<file path="src/rtl/wave_sequencer_ctrl.sv">
// -----------------------------------------------------------------------------
// wave_sequencer_ctrl
//
// Control block for the sawtooth / triangle / square waveform generators.
// It accepts configuration requests and checks them. It then computes the
// per-sample amplitude step with a multi-cycle restoring divider, and swaps the
// new configuration in at a waveform period boundary so that a period is never
// generated with mixed settings. It also produces the sample strobe and sample
// index that sequence the generator datapath.
//
// Ports
//   clock, reset_n         system clock, asynchronous active-low reset
//   cfg_valid / cfg_ready  configuration request handshake
//   cfg_mode               0=off, 1=sawtooth, 2=triangle, 3=square
//   cfg_max / cfg_min      requested amplitude limits
//   cfg_div                sample period minus 1, in clocks
//   cfg_err                one-cycle pulse: last accepted request was rejected
//   active_mode/max/min    configuration currently driven to the generators
//   step_h                 applied per-sample increment
//   sample_tick            one-cycle sample strobe
//   sample_idx             sample index within the period, 0..N_POINTS-1
//   period_start           high with the sample_tick where sample_idx becomes 0
//   dbg_state              controller state (IDLE=0, DIVIDE=1, PENDING=2, RUN=3)
//
// Handshake: a request transfers on any rising edge where cfg_valid and
// cfg_ready are both high. The requester holds cfg_* stable while cfg_valid is
// high. cfg_ready is a function of state only: it is high in IDLE and RUN and
// low in DIVIDE and PENDING, because there is a single staging slot.
// -----------------------------------------------------------------------------
module wave_sequencer_ctrl #(
  parameter int N_POINTS = 100,
  parameter int DATA_W   = 12,
  parameter int DIV_W    = 16
) (
  input  logic              clock,
  input  logic              reset_n,
  input  logic              cfg_valid,
  output logic              cfg_ready,
  input  logic [1:0]        cfg_mode,
  input  logic [DATA_W-1:0] cfg_max,
  input  logic [DATA_W-1:0] cfg_min,
  input  logic [DIV_W-1:0]  cfg_div,
  output logic              cfg_err,
  output logic [1:0]        active_mode,
  output logic [DATA_W-1:0] active_max,
  output logic [DATA_W-1:0] active_min,
  output logic [DATA_W-1:0] step_h,
  output logic              sample_tick,
  output logic [6:0]        sample_idx,
  output logic              period_start,
  output logic [1:0]        dbg_state
);

  localparam logic [1:0] ST_IDLE    = 2'd0;
  localparam logic [1:0] ST_DIVIDE  = 2'd1;
  localparam logic [1:0] ST_PENDING = 2'd2;
  localparam logic [1:0] ST_RUN     = 2'd3;

  localparam logic [1:0] MODE_OFF = 2'd0;
  localparam logic [1:0] MODE_SAW = 2'd1;
  localparam logic [1:0] MODE_TRI = 2'd2;
  localparam logic [1:0] MODE_SQR = 2'd3;

  localparam int              CNT_W       = $clog2(DATA_W + 1);
  localparam logic [CNT_W-1:0] LAST_ITER  = CNT_W'(DATA_W - 1);
  localparam logic [6:0]       LAST_IDX   = 7'(N_POINTS - 1);
  localparam logic [DATA_W-1:0] SAW_DIVISOR = DATA_W'(N_POINTS - 1);
  localparam logic [DATA_W-1:0] TRI_DIVISOR = DATA_W'(N_POINTS / 2 - 1);
  localparam logic [DATA_W-1:0] ONE_DIVISOR = DATA_W'(1);

  // Controller state
  logic [1:0]        state_q,    state_d;
  logic              cfg_err_q,  cfg_err_d;

  // Staging slot
  logic [1:0]        stg_mode_q, stg_mode_d;
  logic [DATA_W-1:0] stg_max_q,  stg_max_d;
  logic [DATA_W-1:0] stg_min_q,  stg_min_d;
  logic [DIV_W-1:0]  stg_div_q,  stg_div_d;
  logic [DATA_W-1:0] stg_step_q, stg_step_d;

  // Restoring divider: acc starts as the numerator and ends as the quotient
  logic [DATA_W-1:0] rem_q,      rem_d;
  logic [DATA_W-1:0] acc_q,      acc_d;
  logic [CNT_W-1:0]  iter_q,     iter_d;

  // Applied configuration
  logic [1:0]        act_mode_q, act_mode_d;
  logic [DATA_W-1:0] act_max_q,  act_max_d;
  logic [DATA_W-1:0] act_min_q,  act_min_d;
  logic [DATA_W-1:0] act_step_q, act_step_d;
  logic [DIV_W-1:0]  act_div_q,  act_div_d;

  // Sample sequencing
  logic [DIV_W-1:0]  cnt_q,      cnt_d;
  logic [6:0]        idx_q,      idx_d;
  logic              tick_q,     tick_d;
  logic              pstart_q,   pstart_d;
  logic              primed_q,   primed_d;

  // Combinational helpers
  logic              ready_w;
  logic              xfer;
  logic              req_bad;
  logic              running;
  logic              fire;
  logic              wrap;
  logic [DATA_W-1:0] divisor;
  logic [DATA_W:0]   rem_shift;
  logic [DATA_W-1:0] rem_sub;
  logic              quo_bit;
  logic [DATA_W-1:0] acc_next;

  assign ready_w = (state_q == ST_IDLE) || (state_q == ST_RUN);
  assign xfer    = cfg_valid && ready_w;
  assign req_bad = (cfg_mode != MODE_OFF) && (cfg_min > cfg_max);
  // The generators run whenever a non-off mode is applied, which also tells
  // whether a staged config came from IDLE (apply at once) or RUN (wait).
  assign running = (act_mode_q != MODE_OFF);
  assign fire    = running && (cnt_q == act_div_q);
  // primed_q makes the very first tick after a start from IDLE a period start.
  assign wrap    = fire && (primed_q || (idx_q == LAST_IDX));

  // One restoring-division step per clock.
  always_comb begin
    case (stg_mode_q)
      MODE_SAW: divisor = SAW_DIVISOR;
      MODE_TRI: divisor = TRI_DIVISOR;
      default:  divisor = ONE_DIVISOR;  // result unused for off/square
    endcase
    rem_shift = {rem_q, acc_q[DATA_W-1]};
    if (rem_shift >= {1'b0, divisor}) begin
      quo_bit = 1'b1;
      // The true difference is below divisor, so it fits in DATA_W bits.
      rem_sub = rem_shift[DATA_W-1:0] - divisor;
    end else begin
      quo_bit = 1'b0;
      rem_sub = rem_shift[DATA_W-1:0];
    end
    acc_next = {acc_q[DATA_W-2:0], quo_bit};
  end

  always_comb begin
    state_d    = state_q;
    cfg_err_d  = 1'b0;
    stg_mode_d = stg_mode_q;
    stg_max_d  = stg_max_q;
    stg_min_d  = stg_min_q;
    stg_div_d  = stg_div_q;
    stg_step_d = stg_step_q;
    rem_d      = rem_q;
    acc_d      = acc_q;
    iter_d     = iter_q;
    act_mode_d = act_mode_q;
    act_max_d  = act_max_q;
    act_min_d  = act_min_q;
    act_step_d = act_step_q;
    act_div_d  = act_div_q;
    cnt_d      = cnt_q;
    idx_d      = idx_q;
    tick_d     = 1'b0;
    pstart_d   = 1'b0;
    primed_d   = primed_q;

    // Sample strobe generation runs independently of the config FSM so that
    // ticks keep flowing while a new config is divided and staged.
    if (running) begin
      if (fire) begin
        cnt_d  = '0;
        tick_d = 1'b1;
        if (wrap) begin
          idx_d    = '0;
          pstart_d = 1'b1;
          primed_d = 1'b0;
        end else begin
          idx_d = idx_q + 7'd1;
        end
      end else begin
        cnt_d = cnt_q + 1'b1;
      end
    end

    case (state_q)
      ST_IDLE, ST_RUN: begin
        if (xfer) begin
          if (req_bad) begin
            cfg_err_d = 1'b1;
          end else begin
            stg_mode_d = cfg_mode;
            stg_max_d  = cfg_max;
            stg_min_d  = cfg_min;
            stg_div_d  = cfg_div;
            acc_d      = cfg_max - cfg_min;
            rem_d      = '0;
            iter_d     = '0;
            state_d    = ST_DIVIDE;
          end
        end
      end

      ST_DIVIDE: begin
        rem_d  = rem_sub;
        acc_d  = acc_next;
        iter_d = iter_q + 1'b1;
        if (iter_q == LAST_ITER) begin
          state_d = ST_PENDING;
          case (stg_mode_q)
            MODE_OFF: stg_step_d = '0;
            MODE_SQR: stg_step_d = stg_max_q - stg_min_q;
            default:  stg_step_d = acc_next;
          endcase
        end
      end

      ST_PENDING: begin
        // From IDLE apply immediately; from RUN only on the wrap edge. A wrap
        // that coincided with the last divide cycle was seen in DIVIDE and is
        // therefore skipped here.
        if (!running || wrap) begin
          cnt_d    = '0;
          primed_d = 1'b0;
          if (stg_mode_q == MODE_OFF) begin
            act_mode_d = MODE_OFF;
            act_max_d  = '0;
            act_min_d  = '0;
            act_step_d = '0;
            act_div_d  = '0;
            idx_d      = '0;
            tick_d     = 1'b0;
            pstart_d   = 1'b0;
            state_d    = ST_IDLE;
          end else begin
            act_mode_d = stg_mode_q;
            act_max_d  = stg_max_q;
            act_min_d  = stg_min_q;
            act_step_d = stg_step_q;
            act_div_d  = stg_div_q;
            state_d    = ST_RUN;
            if (!running) begin
              primed_d = 1'b1;
              idx_d    = '0;
            end
          end
        end
      end

      default: state_d = ST_IDLE;
    endcase
  end

  always_ff @(posedge clock or negedge reset_n) begin
    if (!reset_n) begin
      state_q    <= ST_IDLE;
      cfg_err_q  <= 1'b0;
      stg_mode_q <= MODE_OFF;
      stg_max_q  <= '0;
      stg_min_q  <= '0;
      stg_div_q  <= '0;
      stg_step_q <= '0;
      rem_q      <= '0;
      acc_q      <= '0;
      iter_q     <= '0;
      act_mode_q <= MODE_OFF;
      act_max_q  <= '0;
      act_min_q  <= '0;
      act_step_q <= '0;
      act_div_q  <= '0;
      cnt_q      <= '0;
      idx_q      <= '0;
      tick_q     <= 1'b0;
      pstart_q   <= 1'b0;
      primed_q   <= 1'b0;
    end else begin
      state_q    <= state_d;
      cfg_err_q  <= cfg_err_d;
      stg_mode_q <= stg_mode_d;
      stg_max_q  <= stg_max_d;
      stg_min_q  <= stg_min_d;
      stg_div_q  <= stg_div_d;
      stg_step_q <= stg_step_d;
      rem_q      <= rem_d;
      acc_q      <= acc_d;
      iter_q     <= iter_d;
      act_mode_q <= act_mode_d;
      act_max_q  <= act_max_d;
      act_min_q  <= act_min_d;
      act_step_q <= act_step_d;
      act_div_q  <= act_div_d;
      cnt_q      <= cnt_d;
      idx_q      <= idx_d;
      tick_q     <= tick_d;
      pstart_q   <= pstart_d;
      primed_q   <= primed_d;
    end
  end

  assign cfg_ready    = ready_w;
  assign cfg_err      = cfg_err_q;
  assign active_mode  = act_mode_q;
  assign active_max   = act_max_q;
  assign active_min   = act_min_q;
  assign step_h       = act_step_q;
  assign sample_tick  = tick_q;
  assign sample_idx   = idx_q;
  assign period_start = pstart_q;
  assign dbg_state    = state_q;

endmodule

</file>
<file path="config.mk">
export PLATFORM = sky130hd
export DESIGN_NAME = wave_sequencer_ctrl
export DESIGN_NICKNAME = d
export VERILOG_FILES = /design/src/rtl/wave_sequencer_ctrl.sv
export SDC_FILE = /design/constraint.sdc
export NUM_CORES = 1
export LEC_CHECK = 0
export ABC_AREA = 1
export CAP_MARGIN = 20
export CORE_ASPECT_RATIO = 0.75
export CORE_UTILIZATION = 45
export DETAILED_ROUTE_END_ITERATION = 10
export PLACE_DENSITY = 0.74
export REMOVE_ABC_BUFFERS = 1
export SETUP_SLACK_MARGIN = 0.1
export SLEW_MARGIN = 25
export SYNTH_ARGS = -nofsm -noshare
export SYNTH_HDL_FRONTEND = slang
export SYNTH_SLANG_ARGS = --single-unit
</file>
<file path="constraint.sdc">
create_clock -name clock -period 3.5 [get_ports clock]
set_input_delay 0.525 -clock clock [delete_from_list [all_inputs] [get_ports clock]]
set_output_delay 0.525 -clock clock [all_outputs]
set_load 0.01 [all_outputs]
</file>
After elaboration in Yosys (flattened, before gate mapping)
Index checks and enable logic that the tools add are counted.
Cells by class
  $add $sub $neg: 6
  $lt $le $gt $ge: 2
  equality and inequality tests: 13
  multiplexer cells: 56
  bitwise logic cells: 1
  reductions and logical operators: 19
Operators with widths (number)
  2-to-1 mux 12 bit: 8
  2-to-1 mux 16 bit: 5
  case mux 12 bit (2 select lines): 3
  2-to-1 mux 7 bit: 7
  subtractor 12 bit: 3
  2-to-1 mux 1 bit: 22
  adder 16 x 1 -> 16 bit (second input constant): 1
  equality test 16 bit: 1
  case mux 7 bit (2 select lines): 1
  >= comparator 13 x 12 -> 1 bit: 1
  > comparator 12 bit: 1
  2-to-1 mux 2 bit: 6
  equality test 2 bit (second input constant): 4
  2-to-1 mux 4 bit: 2
  inequality test 2 bit (second input constant): 4
  case mux 4 bit (2 select lines): 1
  adder 7 x 1 -> 7 bit (second input constant): 1
  equality test 7 bit (second input constant): 1
  case mux 2 bit (3 select lines): 1
  AND reduction 3 bit: 2
  nonzero test 2 bit: 3
  adder 4 x 1 -> 4 bit (second input constant): 1
  equality test 2 x 1 -> 1 bit (second input constant): 2
  equality test 4 bit (second input constant): 1
  8 further kinds: 15
Storage, ports and cells
  register bits after elaboration: 165
  input bits: 45
  output and inout port bits: 51
  word-level logic and storage cells: 117

Longest topological paths before layout
Gate-level depths: netlist (run 1).
  depth in word-level cells: 10
  gate-level depth with buffers: 16
  depth with buffers taken out: 16

Least setup slack after synthesis (run 1)
Ideal clock, no wire load.
  path type: input-to-reg
  start: input cfg_max[0]
  end: register stg_max_q[10]
  setup time: 0.130 ns
  data arrival time: 2.160 ns
  data required time: 3.370 ns
  path slack: 1.210 ns
  stages: 14
  buffers on the path: 1
  cells stage by stage: inv_1 -> ha_1 -> fa_1 -> inv_1 -> nand3_1 -> nand2_1 -> nand3_1 -> nand2_1 -> nand2_1 -> nand2_2 -> nand2_4 -> inv_2 -> clkbuf_1 -> o21ai_0
On the way
  cells in the longest elaborated chain, start to end: 4
Ends and longest elaborated chain
  from (decl): line 40  | input logic [DATA_W-1:0] cfg_max,
  > comparator 12 bit: line 116  | assign req_bad = (cfg_mode != MODE_OFF) && (cfg_min > cfg_max);
  logical AND 1 bit: line 116
  NOT 1 bit (no source line)
  AND reduction 3 bit (no source line)
  to (signal assigned): line 277  | stg_max_q <= stg_max_d;
  to (decl): line 77  | logic [DATA_W-1:0] stg_max_q, stg_max_d;
No other way between the ends.
A chain may end at the register's enable or synchronous reset.

Final worst setup path (run 1)
  start: input cfg_max[0]
  end: register stg_div_q[3]
On the way
  cells in the longest elaborated chain, start to end: 4
Ends and longest elaborated chain
  > comparator 12 bit: line 116
  logical AND 1 bit: line 116
  NOT 1 bit (no source line)
  AND reduction 3 bit (no source line)
  to (signal assigned): line 279  | stg_div_q <= stg_div_d;
  to (decl): line 79  | logic [DIV_W-1:0] stg_div_q, stg_div_d;
No other way between the ends.

==> results of run 1 <==
critical path, stage by stage:
cell                              delay (ps)
sky130_fd_sc_hd__clkdlybuf4s50_1         460
sky130_fd_sc_hd__inv_1                    50
sky130_fd_sc_hd__ha_1                    220
sky130_fd_sc_hd__fa_1                    380
sky130_fd_sc_hd__inv_1                   100
sky130_fd_sc_hd__nand3_1                  70
sky130_fd_sc_hd__nand2_1                 140
sky130_fd_sc_hd__nand3_1                  80
sky130_fd_sc_hd__nand2_1                 120
sky130_fd_sc_hd__nand2_1                  90
sky130_fd_sc_hd__nand2_2                 110
sky130_fd_sc_hd__nand2_4                 150
sky130_fd_sc_hd__inv_2                   170
sky130_fd_sc_hd__buf_12                  250
sky130_fd_sc_hd__nand2_1                  80
sky130_fd_sc_hd__o21ai_0                  90
layer usage:
layer | vias up | wire (microns)
li1 | 3738 | -
met1 | 3560 | 10100
met2 | 179 | 9610
met3 | 16 | 984
met4 | 0 | 223
met5 | - | 0
state kept, by name (all words and copies together), names as in the netlist, 2 cells and up:
name         flops
stg_step_q      12
active_max      12
active_min      12
acc_q           12
rem_q           12
act_div_q       16
dbg_state        2
active_mode      2
cnt_q           16
step_h          12
sample_idx       7
stg_min_q       12
iter_q           4
stg_mode_q       2
stg_max_q       12
stg_div_q       16
power by group:
group          switching (mW)  internal [mW]
logic                    2.68           1.65
clock network           0.753          0.951
registers               0.418           2.55
total                    3.85           5.15
cell type report:
class	count	area, sq um	share of cell area
clock buffers	21	470	0.0444
clock inverters	8	53.8	0.00507
inverters	165	633	0.0597
multi-input cells	740	3970	0.374
flip-flops and latches	165	4130	0.389
well taps	253	317	0.0299
repair buffers	104	1030	0.0973
synthesized netlist by cell type (5+ instances only):
cell | count | area share
sky130_fd_sc_hd__a22oi_1 | 9 | 0.0075
sky130_fd_sc_hd__nand2_4 | 5 | 0.0063
sky130_fd_sc_hd__nand3_1 | 65 | 0.036
sky130_fd_sc_hd__dfrtp_1 | 165 | 0.46
sky130_fd_sc_hd__o21ai_0 | 84 | 0.047
sky130_fd_sc_hd__xor2_1 | 17 | 0.017
sky130_fd_sc_hd__clkbuf_1 | 12 | 0.0050
sky130_fd_sc_hd__o21ai_1 | 41 | 0.023
sky130_fd_sc_hd__o211ai_1 | 7 | 0.0059
sky130_fd_sc_hd__nor2_1 | 70 | 0.029
sky130_fd_sc_hd__buf_6 | 12 | 0.015
sky130_fd_sc_hd__nor3_1 | 18 | 0.010
sky130_fd_sc_hd__a21oi_1 | 47 | 0.026
sky130_fd_sc_hd__nand2_1 | 263 | 0.11
sky130_fd_sc_hd__or2_2 | 5 | 0.0035
sky130_fd_sc_hd__o21ai_2 | 21 | 0.021
sky130_fd_sc_hd__inv_1 | 161 | 0.067
sky130_fd_sc_hd__ha_1 | 37 | 0.052
sky130_fd_sc_hd__xnor2_1 | 6 | 0.0059
sky130_fd_sc_hd__nand4_1 | 7 | 0.0049
logic make-up after synthesis:
logic type               after synthesis
buffers and inverters                198
adder cells (fa/ha/maj)               40
XOR/XNOR                              23
AND/OR/NAND/NOR                      447
AO/OA/AOI/OAI                        230
flip-flops                           165
through the flow:
step / hold slack, ps / instances / setup slack (ps) / instance area (sq um)
finish: 202 / 1456 / 689 / 10600
floorplan: 229 / 1070 / 754 / 8730
detailed placement: 467 / 1427 / 273 / 10100
global route: 266 / 1456 / 497 / 10600
CTS: 242 / 1456 / 690 / 10600
global placement: 462 / 1427 / 389 / 10100
final timing paths:
path / end / slack [ps] / cells after the start / from
setup / recovery: stg_div_q[3] / 690 / 16 / cfg_max[0]
hold / removal: stg_div_q[7] / 200 / 1 / reset_n
setup reg to reg: rem_q[4] / 840 / 13 / stg_mode_q[0]
hold reg to reg: step_h[1] / 480 / 2 / step_h[1]
max in group asynchronous: acc_q[6] / 2370 / 2 / reset_n
min in group clock: step_h[1] / 480 / 2 / step_h[1]
cell usage in the layout (no fill, tap or decap), types with 4 or more instances in the layout:
| cell type | instances |
|---|---|
| sky130_fd_sc_hd__clkbuf_16 | 17 |
| sky130_fd_sc_hd__nand3_1 | 65 |
| sky130_fd_sc_hd__clkinv_2 | 4 |
| sky130_fd_sc_hd__xnor2_1 | 6 |
| sky130_fd_sc_hd__clkdlybuf4s50_1 | 94 |
| sky130_fd_sc_hd__nand2_1 | 263 |
| sky130_fd_sc_hd__nor2_1 | 70 |
| sky130_fd_sc_hd__nand4_1 | 7 |
| sky130_fd_sc_hd__dfrtp_1 | 165 |
| sky130_fd_sc_hd__inv_1 | 161 |
| sky130_fd_sc_hd__a21o_1 | 4 |
| sky130_fd_sc_hd__nand2_4 | 5 |
| sky130_fd_sc_hd__o21ai_2 | 21 |
| sky130_fd_sc_hd__or2_2 | 5 |
| sky130_fd_sc_hd__o21ai_1 | 41 |
| sky130_fd_sc_hd__a31oi_1 | 4 |
| sky130_fd_sc_hd__xor2_1 | 17 |
| sky130_fd_sc_hd__buf_4 | 8 |
| sky130_fd_sc_hd__o21ai_0 | 84 |
| sky130_fd_sc_hd__a22oi_1 | 9 |
| sky130_fd_sc_hd__nor3_1 | 18 |
| sky130_fd_sc_hd__o211ai_1 | 7 |
| sky130_fd_sc_hd__ha_1 | 37 |
| sky130_fd_sc_hd__a21oi_1 | 47 |
==> out/metrics.json, run 1 <==
{
  "synth": {
    "synthesis.area_per_instance_sq_um": 8.13,
    "synth_top_family_by_area": "simple AND/OR/NAND/NOR gates",
    "synth_cell_types": 45,
    "yosys_register_bits": 165,
    "synth_enable_flop_cells": 0,
    "synth_compound_gate_area_share": 0.147,
    "synth_async_sr_flop_share": 1.00,
    "ys.warnings.count": 0,
    "post_synth_and_or_nand_nor_area_fraction": 0.215,
    "yosys.area_share.adder": 0.0583,
    "synth_area_sq_um": 8960,
    "ys_dominant_reg_cell": "sky130_fd_sc_hd__dfrtp_1",
    "post_synth_mux_area_share": 0,
    "sequential_share_of_the_synthesized_area": 0.461,
    "synthXorXnorAreaFrac": 0.0225,
    "syn_inst": 1103
  },
  "power_and_ir_drop": {
    "total_power_consumption_mw": 9.00,
    "p_leak_nw": 5.22,
    "cellPowerDensity_nw_per_um2": 849,
    "vdd_ir_drop_max_uv": 339
  },
  "global_routing": {
    "use_met2": 0.334,
    "first_global_vias": 7190,
    "grt_overflow_total": 0,
    "grt.busiest_layer": "met2",
    "grt_util_met3": 0.0378,
    "gr-usage-met1": 0.314,
    "number_of_antenna_violations_at_the_first_check_in_global_routing": 0,
    "grt_use_total": 0.217,
    "grt_max_degree": 97,
    "grt_first_pass_wirelength_mm": 35.3
  },
  "layout": {
    "fin_nets": 1278,
    "layout-drive-gt1-share": 0.0690,
    "area.growth.synth_to_final_pct": 18.3,
    "diodes": 0,
    "final.fill_count": 1771,
    "fin_util": 0.546
  },
  "clocking": {
    "post_cts_repair_timing_setup_buffer_count": 0,
    "ctsResizeCount": 0,
    "worst_skew_pair.late_latency_ps": 420,
    "tritoncts": "done",
    "clk_root_buffer_cell": "sky130_fd_sc_hd__clkbuf_16",
    "numClockSinks": 165,
    "path_clk_slew_ps": 60,
    "clockBufferDepth": 2,
    "cts_buffers": 17,
    "ctsHoldBuffers": 0,
    "cts.htree.levels": 4
  },
  "routing": {
    "drt-pass1-iter-count": 5,
    "route.vias.total": 7493,
    "post-route-drc-count": 0,
    "drtAntennaViolNets": 0,
    "detailedRoute.firstIterationViolations": 591,
    "postRouteWirelength_mm": 21.0,
    "route.detailed.vias_per_inst": 5.15,
    "avgRoutedWirePerCell_microns": 14.4
  },
  "floorplan": {
    "floorplan.io_pins": 96,
    "die_w_microns": 165,
    "initial_standard_cell_utilization_of_the_core": 0.461,
    "std_cell_rows": 44,
    "vert_die_dim_microns": 124,
    "die_area_sq_um": 20500,
    "core_region_area_sq_um": 19400
  },
  "setup_path": {
    "worst-path-max-fanout": 52,
    "worst-endpoint-arrival_ps": 3140,
    "critPathRequiredTime_ps": 3830,
    "worstSetupEndpointType": "flip-flop",
    "timing.critical_path.from_type": "input port",
    "worst-setup-path-type": "in -> reg"
  },
  "sta": {
    "final_worst_path_period_share": 0.803,
    "skew_ps": 10.6,
    "worst-slew-pin-transition_ps": 863,
    "timing_hold_violations_final": 0,
    "worst_slew_margin_rel": 0.425,
    "timing.setup.tns_ps": 0,
    "max_freq_mhz": 356,
    "timing.final.max_slew_violations": 0,
    "unrepaired_setup_endpoints_after_global_routing": "false",
    "setup-violations-final": 0,
    "post-route-min-period_ps": 2810
  },
  "placement": {
    "dpl.hpwl_mm": 14.8,
    "routabilityCongestion": 0.931,
    "buffer_ports.inserted": 95
  },
  "worst_hold_path": {
    "path_class_of_the_lowest_slack_min_delay_path": "in -> async"
  },
  "run": {
    "drv_cap": 0
  },
  "outcome": {
    "run_status": "completed"
  }
}
(Power assumes the default switching activity.)
==> run 2, diff against run 1 <==
--- a/config.mk
+++ b/config.mk
@@ -10,7 +10,7 @@
 export CORE_ASPECT_RATIO = 0.75
 export CORE_UTILIZATION = 45
 export DETAILED_ROUTE_END_ITERATION = 10
-export PLACE_DENSITY = 0.74
+export PLACE_DENSITY = 0.76
 export REMOVE_ABC_BUFFERS = 1
 export SETUP_SLACK_MARGIN = 0.1
 export SLEW_MARGIN = 25
==> constraint.sdc (replaced) <==
create_clock -name clock -period 2.3 [get_ports clock]
set_input_delay 0.345 -clock clock [delete_from_list [all_inputs] [get_ports clock]]
set_output_delay 0.345 -clock clock [all_outputs]
set_load 0.01 [all_outputs]
==> out/metrics.json, run 2 (synthesis gave the netlist of run 1 again) <==
{
  "outcome": {
    "run_status": {"value": "completed", "change": "unchanged"}
  },
  "sta": {
    "final_worst_path_period_share": 0.956,
    "worst_slack_on_hold_paths": {"value": 222, "unit": "ps", "change": "was 202 ps"},
    "max_freq_mhz": 455,
    "timing.setup.tns": {"value": 0, "unit": "ps", "change": "unchanged"},
    "setup-violations-final": {"value": 0, "change": "unchanged"},
    "worst-slew-pin-transition": {"value": 620, "unit": "ps", "change": "was 863 ps"},
    "post-route-min-period_ps": 2200,
    "timing.final.max_slew_violations": {"value": 0, "change": "unchanged"},
    "unrepaired_setup_endpoints_after_global_routing": {"value": "true", "change": "was false"},
    "worst_slew_margin_rel": {"value": 0.587, "change": "was 0.425"},
    "timing_hold_violations_final": {"value": 0, "change": "unchanged"},
    "skew": {"value": 11.5, "unit": "ps", "change": "was 10.6 ps"}
  },
  "power_and_ir_drop": {
    "p_leak": {"value": 5.69, "unit": "nW", "change": "was 5.22 nW"},
    "p_clk_frac": {"value": 0.172, "change": "was 0.189"},
    "power.switching_fraction": {"value": 0.419, "change": "was 0.428"},
    "power.combinational.fraction": {"value": 0.545, "change": "was 0.481"},
    "vdd_ir_drop_max": {"value": 754, "unit": "uV", "change": "was 339 uV"},
    "seqPwrFrac": {"value": 0.283, "change": "was 0.330"},
    "power.internal": {"value": 9.35, "unit": "mW", "change": "was 5.15 mW"},
    "switchingPower": {"value": 6.74, "unit": "mW", "change": "was 3.85 mW"},
    "cellPowerDensity": {"value": 1380, "unit": "nW/um^2", "change": "was 849 nW/um^2"}
  },
  "floorplan": {
    "core_region_area": {"value": 19400, "unit": "sq um", "change": "unchanged"},
    "die_w": {"value": 165, "unit": "microns", "change": "unchanged"},
    "die_area": {"value": 20500, "unit": "sq um", "change": "unchanged"},
    "floorplan.io_pins": {"value": 96, "change": "unchanged"},
    "initial_standard_cell_utilization_of_the_core": {"value": 0.461, "change": "unchanged"},
    "std_cell_rows": {"value": 44, "change": "unchanged"},
    "vert_die_dim": {"value": 124, "unit": "microns", "change": "unchanged"}
  },
  "routing": {
    "post-route-drc-count": {"value": 0, "change": "unchanged"},
    "detailedRoute.firstIterationViolations": {"value": 634, "change": "was 591"},
    "route.detailed.vias_per_inst": {"value": 5.23, "change": "was 5.15"},
    "drt-pass1-iter-count": {"value": 5, "change": "unchanged"},
    "postRouteWirelength": {"value": 23.6, "unit": "mm", "change": "was 21.0 mm"},
    "route.vias.total": {"value": 7990, "change": "was 7493"},
    "avgRoutedWirePerCell": {"value": 15.4, "unit": "microns", "change": "was 14.4 microns"},
    "drtAntennaViolNets": {"value": 0, "change": "unchanged"}
  },
  "layout": {
    "largestRegisters": {"value": "act_div_q: 16 flops, cnt_q: 16 flops, stg_div_q: 16 flops", "change": "unchanged"},
    "fin_nets": {"value": 1351, "change": "was 1278"},
    "mostFrequentLayoutCell": {"value": "sky130_fd_sc_hd__nand2_1", "change": "unchanged"},
    "area.growth.synth_to_final": {"value": 30.4, "unit": "%", "change": "was 18.3%"},
    "final.fill_count": {"value": 1675, "change": "was 1771"},
    "diodes": {"value": 0, "change": "unchanged"},
    "layout-drive-gt1-share": {"value": 0.161, "change": "was 0.0690"},
    "fin_util": {"value": 0.601, "change": "was 0.546"},
    "layout.cells.most_common_list": {"value": "sky130_fd_sc_hd__nand2_1, sky130_fd_sc_hd__dfrtp_1, sky130_fd_sc_hd__inv_1", "change": "unchanged"}
  },
  "clocking": {
    "numClockSinks": {"value": 165, "change": "unchanged"},
    "path_clk_slew": {"value": 60, "unit": "ps", "change": "about the same"},
    "clockBufferDepth": {"value": 2, "change": "unchanged"},
    "worst_skew_pair.late_latency": {"value": 430, "unit": "ps", "change": "was 420 ps"},
    "clk_root_buffer_cell": {"value": "sky130_fd_sc_hd__clkbuf_16", "change": "unchanged"},
    "cts.htree.levels": {"value": 4, "change": "unchanged"},
    "tritoncts": {"value": "done", "change": "unchanged"},
    "cts_buffers": {"value": 17, "change": "unchanged"}
  },
  "global_routing": {
    "grt_use_total": {"value": 0.229, "change": "was 0.217"},
    "number_of_antenna_violations_at_the_first_check_in_global_routing": {"value": 0, "change": "unchanged"},
    "first_global_vias": {"value": 7527, "change": "was 7190"},
    "grt_max_degree": {"value": 63, "change": "was 97"},
    "grt_overflow_total": {"value": 0, "change": "unchanged"},
    "grt_first_pass_wirelength": {"value": 36.9, "unit": "mm", "change": "was 35.3 mm"}
  },
  "setup_path": {
    "timing.critical_path.from_type": {"value": "flip-flop", "change": "was input port"},
    "worstSetupEndpointType": {"value": "flip-flop", "change": "unchanged"},
    "worst-endpoint-arrival": {"value": 2510, "unit": "ps", "change": "was 3140 ps"},
    "critPathRequiredTime": {"value": 2610, "unit": "ps", "change": "was 3830 ps"},
    "worst-path-max-fanout": {"value": 6, "change": "was 52"},
    "worst-setup-path-type": {"value": "reg -> reg", "change": "was in -> reg"}
  },
  "run": {
    "drv_cap": {"value": 0, "change": "unchanged"}
  },
  "placement": {
    "buffer_ports.inserted": {"value": 95, "change": "unchanged"},
    "routabilityCongestion": {"value": 0.937, "change": "was 0.931"},
    "dpl.hpwl": {"value": 16.3, "unit": "mm", "change": "was 14.8 mm"}
  },
  "worst_hold_path": {
    "path_class_of_the_lowest_slack_min_delay_path": {"value": "in -> reg", "change": "was in -> async"}
  }
}
-- run 2: cell count changes in the layout (fill, tap and decap cells not counted), sizes merged --
cell	delta
bufinv	+2
dlymetal6s2s	+2
clkbuf	+5
buf	+66
clkinvlp	+5
dlygate4sd3	+1
clkinv	-3
inv	-3
clkdlybuf4s50	-2
-- run 2: final timing paths --
kind / to / cells after the start / slack, ps / startpoint
max: rem_q[5] / 10 / 100 / stg_mode_q[0]
min in group asynchronous: stg_div_q[6] / 2 / 480 / reset_n
min reg2reg: step_h[1] / 2 / 480 / step_h[1]
max reg2reg: rem_q[5] / 10 / 100 / stg_mode_q[0]
max in group asynchronous: stg_min_q[1] / 3 / 1130 / reset_n
min: stg_min_q[0] / 3 / 220 / cfg_min[0]
-- run 2: per-layer routing --
layer / vias to the layer above / part of all wire / track usage
met5: - / 0 / 0
met4: 0 / 0.018 / 0.0496
met1: 3844 / 0.48 / 0.321
met2: 221 / 0.45 / 0.362
met3: 29 / 0.053 / 0.0478
li1: 3896 / - / -
-- run 2: final cells by class --
cell class,instances,area (sq um),share of cell area
Multi-Input combinational cell,740,4220,0.361
Sequential cell,165,4130,0.353
Timing Repair Buffer,176,1790,0.153
Inverter,165,652,0.0558
Clock buffer,21,460,0.0394
Tap cell,253,317,0.0271
Clock inverter,8,104,0.00889
Timing Repair inverter,1,7.51,0.000642
-- run 2: power by group through the flow --
stage / registers, mW / clock network [mW] / logic (mW)
finish: 4.56 / 2.77 / 8.76
floorplan: 4.51 / 0 / 4.46
detailed placement: 4.56 / 0 / 7.33
CTS: 4.54 / 2.80 / 7.68
global placement: 4.54 / 0 / 7.16
global route: 4.68 / 2.93 / 9.62
-- run 2: worst max-delay path, stage by stage, from the launching register on --
cell and delay, ps:
sky130_fd_sc_hd__dfrtp_1 390, sky130_fd_sc_hd__inv_2 80, sky130_fd_sc_hd__ha_4 270, sky130_fd_sc_hd__inv_2 50
sky130_fd_sc_hd__ha_4 150, sky130_fd_sc_hd__a21o_1 210, sky130_fd_sc_hd__nand3b_1 230, sky130_fd_sc_hd__nand3b_4 250
sky130_fd_sc_hd__clkbuf_16 200, sky130_fd_sc_hd__o21ai_4 160, sky130_fd_sc_hd__o21ai_1 80
-- run 2: timing repair --
| item | CTS | global route |
|---|---|---|
| endpoints found under the setup margin | 37 | 77 |
| hold endpoints to repair | 58 | 0 |
| setup buffers | 3 | 6 |
| hold buffers | 1 | 0 |
| resized for setup | 19 | 79 |
| pin swaps | 1 | 26 |
| cloned | 0 | 7 |
-- run 2: per-stage QoR --
step,instance area [sq um],total power [mW],std cells,setup WS (ps)
after floorplan,8730,8.97,1070,-266
after global placement,10600,11.7,1483,-326
after detailed placement,10600,11.9,1483,-456
after CTS,11300,15.0,1516,89.4
after global routing,11700,17.2,1529,39.1
final,11700,16.1,1529,101
==> run 3, diff against run 2 <==
--- a/config.mk
+++ b/config.mk
@@ -11,6 +11,7 @@
 export CORE_UTILIZATION = 45
 export DETAILED_ROUTE_END_ITERATION = 10
 export PLACE_DENSITY = 0.76
+export RECOVER_POWER = 25
 export REMOVE_ABC_BUFFERS = 1
 export SETUP_SLACK_MARGIN = 0.1
 export SLEW_MARGIN = 25
==> out/metrics.json, run 3 (synthesis gave the netlist of run 1 again) <==
{
  "outcome": {
    "run_status": {"value": "completed", "change": "unchanged"}
  },
  "floorplan": {
    "initial_standard_cell_utilization_of_the_core": {"value": 0.461, "change": "unchanged"},
    "die_area": {"value": 20500, "unit": "sq um", "change": "unchanged"},
    "floorplan.io_pins": {"value": 96, "change": "unchanged"},
    "die_w": {"value": 165, "unit": "microns", "change": "unchanged"},
    "vert_die_dim": {"value": 124, "unit": "microns", "change": "unchanged"},
    "core_region_area": {"value": 19400, "unit": "sq um", "change": "unchanged"},
    "std_cell_rows": {"value": 44, "change": "unchanged"}
  },
  "setup_path": {
    "rr_worst_depth": {"value": 10, "change": "unchanged"},
    "worst-endpoint-arrival": {"value": 2510, "unit": "ps", "change": "about the same"},
    "worst-path-max-fanout": {"value": 6, "change": "unchanged"},
    "cp_cell_sequence": {"value": "inv_2, ha_4, inv_2, ha_4, a21o_1, nand3b_1, nand3b_4, clkbuf_16, o21ai_4, o21ai_1", "change": "unchanged"},
    "max_stage_delay": {"value": 390, "unit": "ps", "change": "about the same"},
    "worstSetupEndpointType": {"value": "flip-flop", "change": "unchanged"},
    "critPathRequiredTime": {"value": 2610, "unit": "ps", "change": "about the same"},
    "worst-setup-path-type": {"value": "reg -> reg", "change": "unchanged"},
    "slowest_stage": {"value": "sky130_fd_sc_hd__dfrtp_1", "change": "unchanged"},
    "timing.critical_path.from_type": {"value": "flip-flop", "change": "unchanged"}
  },
  "placement": {
    "dp_slack": {"value": -456, "unit": "ps", "change": "unchanged"},
    "buffer_ports.inserted": {"value": 95, "change": "unchanged"},
    "dpl.hpwl": {"value": 16.3, "unit": "mm", "change": "unchanged"},
    "routabilityCongestion": {"value": 0.937, "change": "unchanged"}
  },
  "layout": {
    "fin_nets": {"value": 1351, "change": "unchanged"},
    "largestRegisters": {"value": "act_div_q: 16 flops, cnt_q: 16 flops, stg_div_q: 16 flops", "change": "unchanged"},
    "area.growth.synth_to_final": {"value": 30.2, "unit": "%", "change": "was 30.4%"},
    "mostFrequentLayoutCell": {"value": "sky130_fd_sc_hd__nand2_1", "change": "unchanged"},
    "layout.cells.most_common_list": {"value": "sky130_fd_sc_hd__nand2_1, sky130_fd_sc_hd__dfrtp_1, sky130_fd_sc_hd__inv_1", "change": "unchanged"},
    "layout-drive-gt1-share": {"value": 0.161, "change": "unchanged"},
    "fin_util": {"value": 0.601, "change": "about the same"},
    "diodes": {"value": 0, "change": "unchanged"}
  },
  "clocking": {
    "clockBufferDepth": {"value": 2, "change": "unchanged"},
    "numClockSinks": {"value": 165, "change": "unchanged"},
    "cts.htree.levels": {"value": 4, "change": "unchanged"},
    "clk_root_buffer_cell": {"value": "sky130_fd_sc_hd__clkbuf_16", "change": "unchanged"},
    "worst_skew_pair.late_latency": {"value": 430, "unit": "ps", "change": "about the same"},
    "path_clk_slew": {"value": 60, "unit": "ps", "change": "about the same"},
    "tritoncts": {"value": "done", "change": "unchanged"},
    "cts_buffers": {"value": 17, "change": "unchanged"}
  },
  "sta": {
    "final_critical_path_setup_slack": {"value": 101, "unit": "ps", "change": "about the same"},
    "final_worst_path_period_share": {"value": 0.956, "change": "about the same"},
    "max_freq": {"value": 455, "unit": "MHz", "change": "about the same"},
    "post-route-min-period": {"value": 2200, "unit": "ps", "change": "about the same"},
    "skew": {"value": 11.5, "unit": "ps", "change": "about the same"},
    "unrepaired_setup_endpoints_after_global_routing": {"value": "true", "change": "unchanged"},
    "timing_hold_violations_final": {"value": 0, "change": "unchanged"},
    "timing.final.max_slew_violations": {"value": 0, "change": "unchanged"},
    "worst_slack_on_hold_paths": {"value": 222, "unit": "ps", "change": "about the same"},
    "setup-violations-final": {"value": 0, "change": "unchanged"},
    "worst-slew-pin-transition": {"value": 1480, "unit": "ps", "change": "was 620 ps"},
    "worst_slew_margin_rel": {"value": 0.0145, "change": "was 0.587"}
  },
  "global_routing": {
    "first_global_vias": {"value": 7527, "change": "unchanged"},
    "grt_use_total": {"value": 0.229, "change": "unchanged"},
    "grt_max_degree": {"value": 63, "change": "unchanged"},
    "grt_first_pass_wirelength": {"value": 36.9, "unit": "mm", "change": "unchanged"},
    "grt_overflow_total": {"value": 0, "change": "unchanged"},
    "number_of_antenna_violations_at_the_first_check_in_global_routing": {"value": 0, "change": "unchanged"}
  },
  "routing": {
    "drt-pass1-iter-count": {"value": 5, "change": "unchanged"},
    "avgRoutedWirePerCell": {"value": 15.4, "unit": "microns", "change": "about the same"},
    "route.vias.total": {"value": 7982, "change": "was 7990"},
    "drtAntennaViolNets": {"value": 0, "change": "unchanged"},
    "detailedRoute.firstIterationViolations": {"value": 634, "change": "unchanged"},
    "post-route-drc-count": {"value": 0, "change": "unchanged"},
    "route.detailed.vias_per_inst": {"value": 5.22, "change": "was 5.23"},
    "postRouteWirelength": {"value": 23.5, "unit": "mm", "change": "was 23.6 mm"}
  },
  "power_and_ir_drop": {
    "vdd_ir_drop_max": {"value": 754, "unit": "uV", "change": "about the same"},
    "p_leak": {"value": 5.69, "unit": "nW", "change": "about the same"},
    "cellPowerDensity": {"value": 1380, "unit": "nW/um^2", "change": "about the same"}
  },
  "worst_hold_path": {
    "path_class_of_the_lowest_slack_min_delay_path": {"value": "in -> reg", "change": "unchanged"},
    "whs_path_depth": {"value": 3, "change": "unchanged"}
  },
  "run": {
    "drv_cap": {"value": 0, "change": "unchanged"}
  }
}
run 3: cell types whose count changed in the layout (fill, tap and decap cells not counted):
cell and change:
sky130_fd_sc_hd__buf_12 -1, sky130_fd_sc_hd__buf_2 +1
run 3: path summary, 6_finish.rpt:
kind | slack (ps) | startpoint | end
min reg2reg | 480 | step_h[1] | step_h[1]
min in group asynchronous | 830 | reset_n | stg_div_q[6]
min | 220 | cfg_min[0] | stg_min_q[0]
max | 100 | stg_mode_q[0] | rem_q[5]
max reg2reg | 100 | stg_mode_q[0] | rem_q[5]
max in group asynchronous | 360 | reset_n | sample_idx[4]
run 3: per-layer routing:
layer / track usage / routed length, microns / part of all wire
met1: 0.321 / 11200 / 0.48
met2: 0.362 / 10700 / 0.45
met3: 0.0478 / 1240 / 0.053
met4: 0.0496 / 413 / 0.018
met5: 0 / 0 / 0
run 3: what timing repair did:
item,4_1_cts,5_1_grt
cloned,0,7
resized for setup,19,79
setup buffers,3,6
hold buffers,1,0
endpoints found under the hold margin,58,0
pin swaps,1,26
setup endpoints to repair,37,77
run 3: power breakdown:
part           total [mW]  internal (mW)  switching, mW
clock network        2.77           1.64           1.13
registers            4.56           3.88          0.678
logic                8.76           3.83           4.93
run 3: per-stage QoR:
stage                     power, mW  cell area (sq um)  setup TNS, ps  cells
final                          16.1              11700              0   1529
after global routing           17.2              11700              0   1529
after CTS                      15.0              11300              0   1516
after detailed placement       11.9              10600         -25120   1483
after global placement         11.7              10600         -19120   1483
after floorplan                8.97               8730          -6020   1070
run 3: critical path: cells and delay by family (launching register included):
family                     cells  cell delay [ps]
and+or+nand+nor                2              480
DFF                            1              390
adders and majority gates      2              420
AOI/OAI and AO/OA              3              450
buffers and inverters          3              330
run 3: area by class of cell:
class	instances	area [sq um]
fill	1676	7760
clock inverter	8	104
timing repair buffer	176	1780
timing repair inverter	1	7.51
inverter	165	652
multi-input combinational	740	4220
tap	253	317
sequential	165	4130
clock buffer	21	460
